$ cat config.mk
export PLATFORM = sky130hd
export DESIGN_NAME = mem_access_unit
export DESIGN_NICKNAME = d
export VERILOG_FILES = /design/src/rtl/mem_access_unit_pkg.sv /design/src/rtl/mem_access_unit_lane.sv /design/src/rtl/mem_access_unit.sv
export SDC_FILE = /design/constraint.sdc
export NUM_CORES = 1
export LEC_CHECK = 0
export BUFFER_PORTS_ARGS = -buffer_cell sky130_fd_sc_hd__buf_2
export CAP_MARGIN = 20
export CORE_AREA = 2 2 145 147
export CTS_CLUSTER_DIAMETER = 120
export DETAILED_ROUTE_END_ITERATION = 12
export DIE_AREA = 0 0 147 149
export PLACE_DENSITY = 0.88
export SKIP_LAST_GASP = 1
export SYNTH_ARGS = -nofsm -noshare
export SYNTH_HDL_FRONTEND = slang
export SYNTH_HIERARCHICAL = 1
export SYNTH_SLANG_ARGS = --single-unit
$ cat constraint.sdc
create_clock -name clk -period 4.6 [get_ports clk]
set_input_delay 0.92 -clock clk [delete_from_list [all_inputs] [get_ports clk]]
set_output_delay 0.92 -clock clk [all_outputs]
set_load 0.005 [all_outputs]
$ cat src/rtl/mem_access_unit_pkg.sv
`default_nettype none
// ============================================================================
// Module   : mem_access_unit_pkg
// Purpose  : Op encodings, exception codes, FSM states and op helpers.
// Revision : 1.0
// ============================================================================
package mem_access_unit_pkg;

    localparam logic [3:0] OP_NONE = 4'd0;
    localparam logic [3:0] OP_LB   = 4'd1;
    localparam logic [3:0] OP_LBU  = 4'd2;
    localparam logic [3:0] OP_LH   = 4'd3;
    localparam logic [3:0] OP_LHU  = 4'd4;
    localparam logic [3:0] OP_LW   = 4'd5;
    localparam logic [3:0] OP_LWL  = 4'd6;
    localparam logic [3:0] OP_LWR  = 4'd7;
    localparam logic [3:0] OP_SB   = 4'd8;
    localparam logic [3:0] OP_SH   = 4'd9;
    localparam logic [3:0] OP_SW   = 4'd10;
    localparam logic [3:0] OP_SWL  = 4'd11;
    localparam logic [3:0] OP_SWR  = 4'd12;

    localparam logic [4:0] EXC_NONE = 5'd0;
    localparam logic [4:0] EXC_ADEL = 5'd4;
    localparam logic [4:0] EXC_ADES = 5'd5;

    typedef enum logic [2:0] {
        ST_IDLE  = 3'd0,
        ST_REQ   = 3'd1,
        ST_WAIT  = 3'd2,
        ST_DONE  = 3'd3,
        ST_DRAIN = 3'd4
    } state_t;

    function automatic logic op_is_store(input logic [3:0] op);
        return op inside {OP_SB, OP_SH, OP_SW, OP_SWL, OP_SWR};
    endfunction

    function automatic logic op_is_load(input logic [3:0] op);
        return op inside {OP_LB, OP_LBU, OP_LH, OP_LHU, OP_LW, OP_LWL, OP_LWR};
    endfunction

    function automatic logic op_misaligned(input logic [3:0] op, input logic [1:0] addr_lo);
        if (op inside {OP_LH, OP_LHU, OP_SH}) return addr_lo[0];
        if (op inside {OP_LW, OP_SW})         return addr_lo != 2'b00;
        return 1'b0;
    endfunction

endpackage
`default_nettype wire

$ cat src/rtl/mem_access_unit_lane.sv
`default_nettype none
// ============================================================================
// Module   : mem_lane_align
// Purpose  : Byte-lane steering: store strobes/data and load formatting.
// Revision : 1.0
// ============================================================================
module mem_lane_align
    import mem_access_unit_pkg::*;
(
    input  logic [3:0]  op,
    input  logic [1:0]  addr_lo,
    input  logic [31:0] wdata,
    input  logic [31:0] rdata,
    output logic [3:0]  wstrb,
    output logic [31:0] wdata_lanes,
    output logic [31:0] rdata_fmt
);

    logic [4:0]  w_sh;
    logic [4:0]  w_shc;
    logic [7:0]  w_byte;
    logic [15:0] w_half;
    logic [31:0] w_keep_l;
    logic [31:0] w_keep_r;

    // w_sh = 8*k, w_shc = 8*(3-k)
    assign w_sh     = {addr_lo, 3'b000};
    assign w_shc    = {~addr_lo, 3'b000};
    assign w_byte   = 8'(rdata >> w_sh);
    assign w_half   = addr_lo[1] ? rdata[31:16] : rdata[15:0];
    assign w_keep_l = 32'h00FF_FFFF >> w_sh;
    assign w_keep_r = ~(32'hFFFF_FFFF >> w_sh);

    always_comb begin
        wstrb       = 4'b0000;
        wdata_lanes = 32'h0;
        case (op)
            OP_SB: begin
                wstrb       = 4'b0001 << addr_lo;
                wdata_lanes = {24'h0, wdata[7:0]} << w_sh;
            end
            OP_SH: begin
                wstrb       = addr_lo[1] ? 4'b1100 : 4'b0011;
                wdata_lanes = addr_lo[1] ? {wdata[15:0], 16'h0} : {16'h0, wdata[15:0]};
            end
            OP_SW: begin
                wstrb       = 4'b1111;
                wdata_lanes = wdata;
            end
            OP_SWL: begin
                wstrb       = 4'b1111 >> ~addr_lo;
                wdata_lanes = wdata >> w_shc;
            end
            OP_SWR: begin
                wstrb       = 4'b1111 << addr_lo;
                wdata_lanes = wdata << w_sh;
            end
            default: ;
        endcase
    end

    // For LWL/LWR, wdata carries the old rt value that unaddressed bytes keep.
    always_comb begin
        rdata_fmt = 32'h0;
        case (op)
            OP_LB:   rdata_fmt = {{24{w_byte[7]}}, w_byte};
            OP_LBU:  rdata_fmt = {24'h0, w_byte};
            OP_LH:   rdata_fmt = {{16{w_half[15]}}, w_half};
            OP_LHU:  rdata_fmt = {16'h0, w_half};
            OP_LW:   rdata_fmt = rdata;
            OP_LWL:  rdata_fmt = (rdata << w_shc) | (wdata & w_keep_l);
            OP_LWR:  rdata_fmt = (rdata >> w_sh) | (wdata & w_keep_r);
            default: ;
        endcase
    end

endmodule
`default_nettype wire

$ cat src/rtl/mem_access_unit.sv
`default_nettype none
// ============================================================================
// Module   : mem_access_unit
// Purpose  : Single-outstanding load/store unit with alignment checks.
// Revision : 1.0
// ============================================================================
module mem_access_unit
    import mem_access_unit_pkg::*;
#(
    parameter int TAG_W  = 64,
    parameter int ADDR_W = 32
) (
    input  logic              clk,
    input  logic              reset,
    input  logic              in_valid,
    output logic              in_ready,
    input  logic [3:0]        in_op,
    input  logic [ADDR_W-1:0] in_addr,
    input  logic [31:0]       in_wdata,
    input  logic [TAG_W-1:0]  in_tag,
    input  logic              flush,
    output logic              dm_req,
    output logic              dm_wr,
    output logic [3:0]        dm_wstrb,
    output logic [ADDR_W-1:0] dm_addr,
    output logic [31:0]       dm_wdata,
    input  logic              dm_addr_ok,
    input  logic              dm_data_ok,
    input  logic [31:0]       dm_rdata,
    output logic              out_valid,
    input  logic              out_ready,
    output logic [31:0]       out_result,
    output logic [TAG_W-1:0]  out_tag,
    output logic [4:0]        out_exc,
    output logic [ADDR_W-1:0] out_badvaddr
);

    state_t            r_state;
    state_t            w_state_nxt;
    logic [3:0]        r_op;
    logic [ADDR_W-1:0] r_addr;
    logic [31:0]       r_wdata;
    logic [31:0]       r_result;
    logic [TAG_W-1:0]  r_tag;
    logic [4:0]        r_exc;

    logic        w_fault;
    logic        w_to_req;
    logic        w_accept;
    logic        w_take_data;
    logic [3:0]  w_wstrb;
    logic [31:0] w_wlanes;
    logic [31:0] w_rfmt;

    mem_lane_align u_lane (
        .op          (r_op),
        .addr_lo     (r_addr[1:0]),
        .wdata       (r_wdata),
        .rdata       (dm_rdata),
        .wstrb       (w_wstrb),
        .wdata_lanes (w_wlanes),
        .rdata_fmt   (w_rfmt)
    );

    assign w_fault     = op_misaligned(in_op, in_addr[1:0]);
    assign w_to_req    = (op_is_load(in_op) || op_is_store(in_op)) && !w_fault;
    assign in_ready    = !flush && ((r_state == ST_IDLE) || ((r_state == ST_DONE) && out_ready));
    assign w_accept    = in_valid && in_ready;
    assign w_take_data = (r_state == ST_WAIT) && dm_data_ok && !flush;

    always_comb begin
        w_state_nxt = r_state;
        case (r_state)
            ST_IDLE: begin
                if (w_accept) w_state_nxt = w_to_req ? ST_REQ : ST_DONE;
            end
            ST_REQ: begin
                // A flush racing an accepted request still owes us a response.
                if (flush)           w_state_nxt = dm_addr_ok ? ST_DRAIN : ST_IDLE;
                else if (dm_addr_ok) w_state_nxt = ST_WAIT;
            end
            ST_WAIT: begin
                if (flush)           w_state_nxt = dm_data_ok ? ST_IDLE : ST_DRAIN;
                else if (dm_data_ok) w_state_nxt = ST_DONE;
            end
            ST_DONE: begin
                if (flush)          w_state_nxt = ST_IDLE;
                else if (w_accept)  w_state_nxt = w_to_req ? ST_REQ : ST_DONE;
                else if (out_ready) w_state_nxt = ST_IDLE;
            end
            ST_DRAIN: begin
                if (dm_data_ok) w_state_nxt = ST_IDLE;
            end
            default: w_state_nxt = ST_IDLE;
        endcase
    end

    always_ff @(posedge clk) begin
        if (reset) begin
            r_state  <= ST_IDLE;
            r_op     <= OP_NONE;
            r_addr   <= '0;
            r_wdata  <= 32'h0;
            r_result <= 32'h0;
            r_tag    <= '0;
            r_exc    <= EXC_NONE;
        end else begin
            r_state <= w_state_nxt;
            if (w_accept) begin
                r_op     <= in_op;
                r_addr   <= in_addr;
                r_wdata  <= in_wdata;
                r_tag    <= in_tag;
                r_exc    <= !w_fault ? EXC_NONE : (op_is_store(in_op) ? EXC_ADES : EXC_ADEL);
                r_result <= (in_op == OP_NONE) ? in_wdata : 32'h0;
            end else if (w_take_data) begin
                r_result <= w_rfmt;
            end
        end
    end

    assign dm_req       = (r_state == ST_REQ);
    assign dm_wr        = op_is_store(r_op);
    assign dm_wstrb     = w_wstrb;
    assign dm_addr      = {r_addr[ADDR_W-1:2], 2'b00};
    assign dm_wdata     = w_wlanes;
    assign out_valid    = (r_state == ST_DONE) && !flush;
    assign out_result   = r_result;
    assign out_tag      = r_tag;
    assign out_exc      = r_exc;
    assign out_badvaddr = r_addr;

endmodule
`default_nettype wire

==> metrics.yaml <==
synth_cell_types: 80
crit_buf_inv: 1
dp_hpwl_mm: 28.3
fin_crit_sh_pct: 80.0
maxSlewHeadroom_pct: 31.1
hold_buffers: 0
leakage_nw: 5.43
crit_type: "reg2out"
rrSetupSlack_ns: 1.51
cts_buffers: 17
grt_max_degree: 117
maxCapViolations: 0
fin_cells: 1856
synth_edf_count: 0
crit_family: "flip-flops"
dr_total_vias: 10990
worst_pin_slew_ns: 1.03
ios: 376
final_layout_size_suffix_gt1_share_pct: 32.3
cp.required_ns: 3.68
drcViolationCount: 0
critPathSlowestCell: "dfxtp_1"
finalSetupTns_ns: 0
dr.pass1.iters: 6
synth_area_sq_um: 10400
dp.cells: 1822
yosysSeqAreaShare_pct: 32.6
rsz0062_at_grt: "false"
wl_per_cell_microns: 20.8
dieArea_sq_um: 21900
cp-end-kind: "output port"
clk_latency_ns: 0.43
hold_viol: 0
worstHoldPathType: "reg2reg"
ys_ff_latch: 169
io_buffers: 370
routed_wl_mm: 38.6
place_congestion: 0.994
final_antenna_net_count: 0
fillerInstances: 1839
grt.total_usage_pct: 33.5
antenna_found_initial: 5
async_flop_share_pct: 0
max_clock_freq_mhz: 272
cts_tree: "yes"
synth-compound-area-share_pct: 27.4
status: "finished, final reports clean"
grt-ovfl-total: 0
regArea_sq_um: 3390
cp.depth: 6
synthMuxAreaShare_pct: 11.0
fp.dieW_microns: 147
synthXorXnorAreaFrac_pct: 0.169
worstPathArrival_ns: 2.76
gr-usage-met3_pct: 10.5
fin_nets: 1737
die_h_microns: 149
slowest_delay_ns: 0.96
powerDensity_nw_per_um2: 309
cts_sinks: 169
multi_input_comb_area_sq_um: 6010
slew_viol_final: 0
rows: 53
viasPerCell: 5.92
min_period_ns: 3.68
clk_pin_slew_ns: 0.07
grt_pass1_vias: 9938
synthCells: 1302
setup_violations: 0
ctsResizeCount: 0
core_sq_um: 20600
cp_cell_sequence: "nand2b_1 -> o21ai_0 -> a21oi_1 -> nor2_1 -> a221o_1 -> buf_2"
ys.flop_type: "dfxtp_1"
synth_top_family_by_area: "compound AO/OA/AOI/OAI gates"
gr-usage-met2_pct: 52.8
cts_setup_buffers: 0
drt_iter0_markers: 1151
worst_setup_path_start_kind: "flip-flop"
area_delta_synth_final_pct: 19.4
p_total_mw: 3.84
yosys_warnings: 6
whs_path_depth: 2
crit_fanout: 29
initial_core_util_pct: 50.5
r2r_cells: 8
grt_first_pass_wirelength_mm: 57.1
avgSynthCellArea_sq_um: 7.98
skew_ns: 0.0144
use_met1_pct: 41.1
grt-busiest-layer: "met2"
cts_buffer_depth: 2
synth_fa_ha_area_share_pct: 0
cts-htree-levels: 4
peakVddDrop_mv: 0.225
cts_root_buf: "clkbuf_16"
synth-simple-area-share_pct: 18.9
==> stage by stage <==
step                cell area (sq um)  util [%]  setup slack (ns)  hold WS, ns
detailed placement              11800      57.3              1.44        0.443
CTS                             12400      60.3             0.992        0.454
finish                          12400      60.3             0.922        0.453
global placement                11800      57.3              1.50        0.440
global route                    12400      60.3             0.739        0.476
floorplan                       10400         -              2.21        0.446
==> path summary, 6_finish.rpt <==
kind                           startpoint                          to
max                  r_op[2]$_SDFFE_PP0N_                dm_wdata[12]
min              out_tag[20]$_SDFFE_PP0N_    out_tag[20]$_SDFFE_PP0N_
max reg2reg  out_badvaddr[0]$_SDFFE_PP0N_  out_result[1]$_SDFFE_PP0P_
min reg2reg      out_tag[20]$_SDFFE_PP0N_    out_tag[20]$_SDFFE_PP0N_
==> layer usage <==
layer / vias up / routed length [microns]
li1: 5109 / -
met2: 658 / 17600
met5: - / 32
met3: 102 / 4190
met1: 5115 / 14700
met4: 6 / 2150
==> layout by cell type (no fill, tap or decap), types with 9 or more instances in the layout <==
| cell type | instances |
|---|---|
| a221o_1 | 23 |
| a21oi_2 | 11 |
| nand2b_1 | 9 |
| and2_1 | 9 |
| a21oi_1 | 178 |
| nand2_1 | 324 |
| a22oi_1 | 34 |
| o21ai_0 | 50 |
| nor2_1 | 48 |
| dfxtp_1 | 167 |
| nand2_2 | 12 |
| buf_4 | 14 |
| buf_2 | 369 |
| o21ai_1 | 11 |
| o211ai_1 | 17 |
| a211oi_2 | 28 |
| mux2i_1 | 91 |
| clkbuf_16 | 17 |
==> synth_stat cells, types with 4 or more instances <==
library cell  instances  area (sq um)
a221o_1              23           230
nand3b_1              4          30.0
nand2b_1              9          56.3
a211o_1               6          52.6
mux2_2                6          67.6
o21a_1                8          60.1
buf_4                56           420
clkbuf_1             24          90.1
o2111ai_1             7          61.3
buf_2                39           195
a21oi_1             178           891
a211oi_1              8          60.1
nor2_2                6          37.5
inv_1                 5          18.8
dfxtp_1             169          3380
a22oi_1              34           255
a32oi_1               6          52.6
nor2_1               48           180
nand2_1             324          1220
a211oi_2             28           350
buf_6                24           270
mux2_4                6          90.1
nand2_2              12          75.1
o21ai_1              11          55.1
mux2i_1              91           911
a21oi_2              11          96.3
mux2_1                7          78.8
and2_1                9          56.3
o21ai_0              50           250
nor2b_1               6          37.5
nand3_1               4          20.0
o211ai_1             17           128
==> worst register-to-register path, cell delays in order (launching register included) <==
cell      delay, ns
dfxtp_4        0.70
buf_4          0.62
and2_1         0.42
a22o_1         0.21
a22oi_1        0.07
nor2_1         0.47
a211o_1        0.21
mux2i_1        0.07
a211oi_1       0.25
==> layout make-up <==
type | instances | area share (%)
multi-input cells | 985 | 48.5
repair buffers | 386 | 16.2
flip-flops and latches | 169 | 27.3
well taps | 275 | 2.77
inverters | 7 | 0.212
clock inverters | 15 | 1.58
clock buffers | 17 | 3.43
diodes | 2 | 0.0404
==> power breakdown <==
part           switching [mW]  internal, mW  total [mW]
sequential              0.125          1.55        1.67
combinational           0.407         0.290       0.697
clock                   0.721         0.744        1.46
total                    1.25          2.58        3.84
==> cell families after synthesis <==
group                  after synthesis
flip-flops                         169
buffers and inverters              152
other                                1
AND/OR/NAND/NOR                    450
AO/OA/AOI/OAI                      418
XOR/XNOR                             2
multiplexers                       110
==> registers in the layout, indices dropped and copies added (netlist names) <==
signal and count:
out_exc 2, out_result 32, r_op 4, out_badvaddr 32, out_tag 64, r_state 3, r_wdata 32
Note: power is estimated with default switching activity, not from simulation.
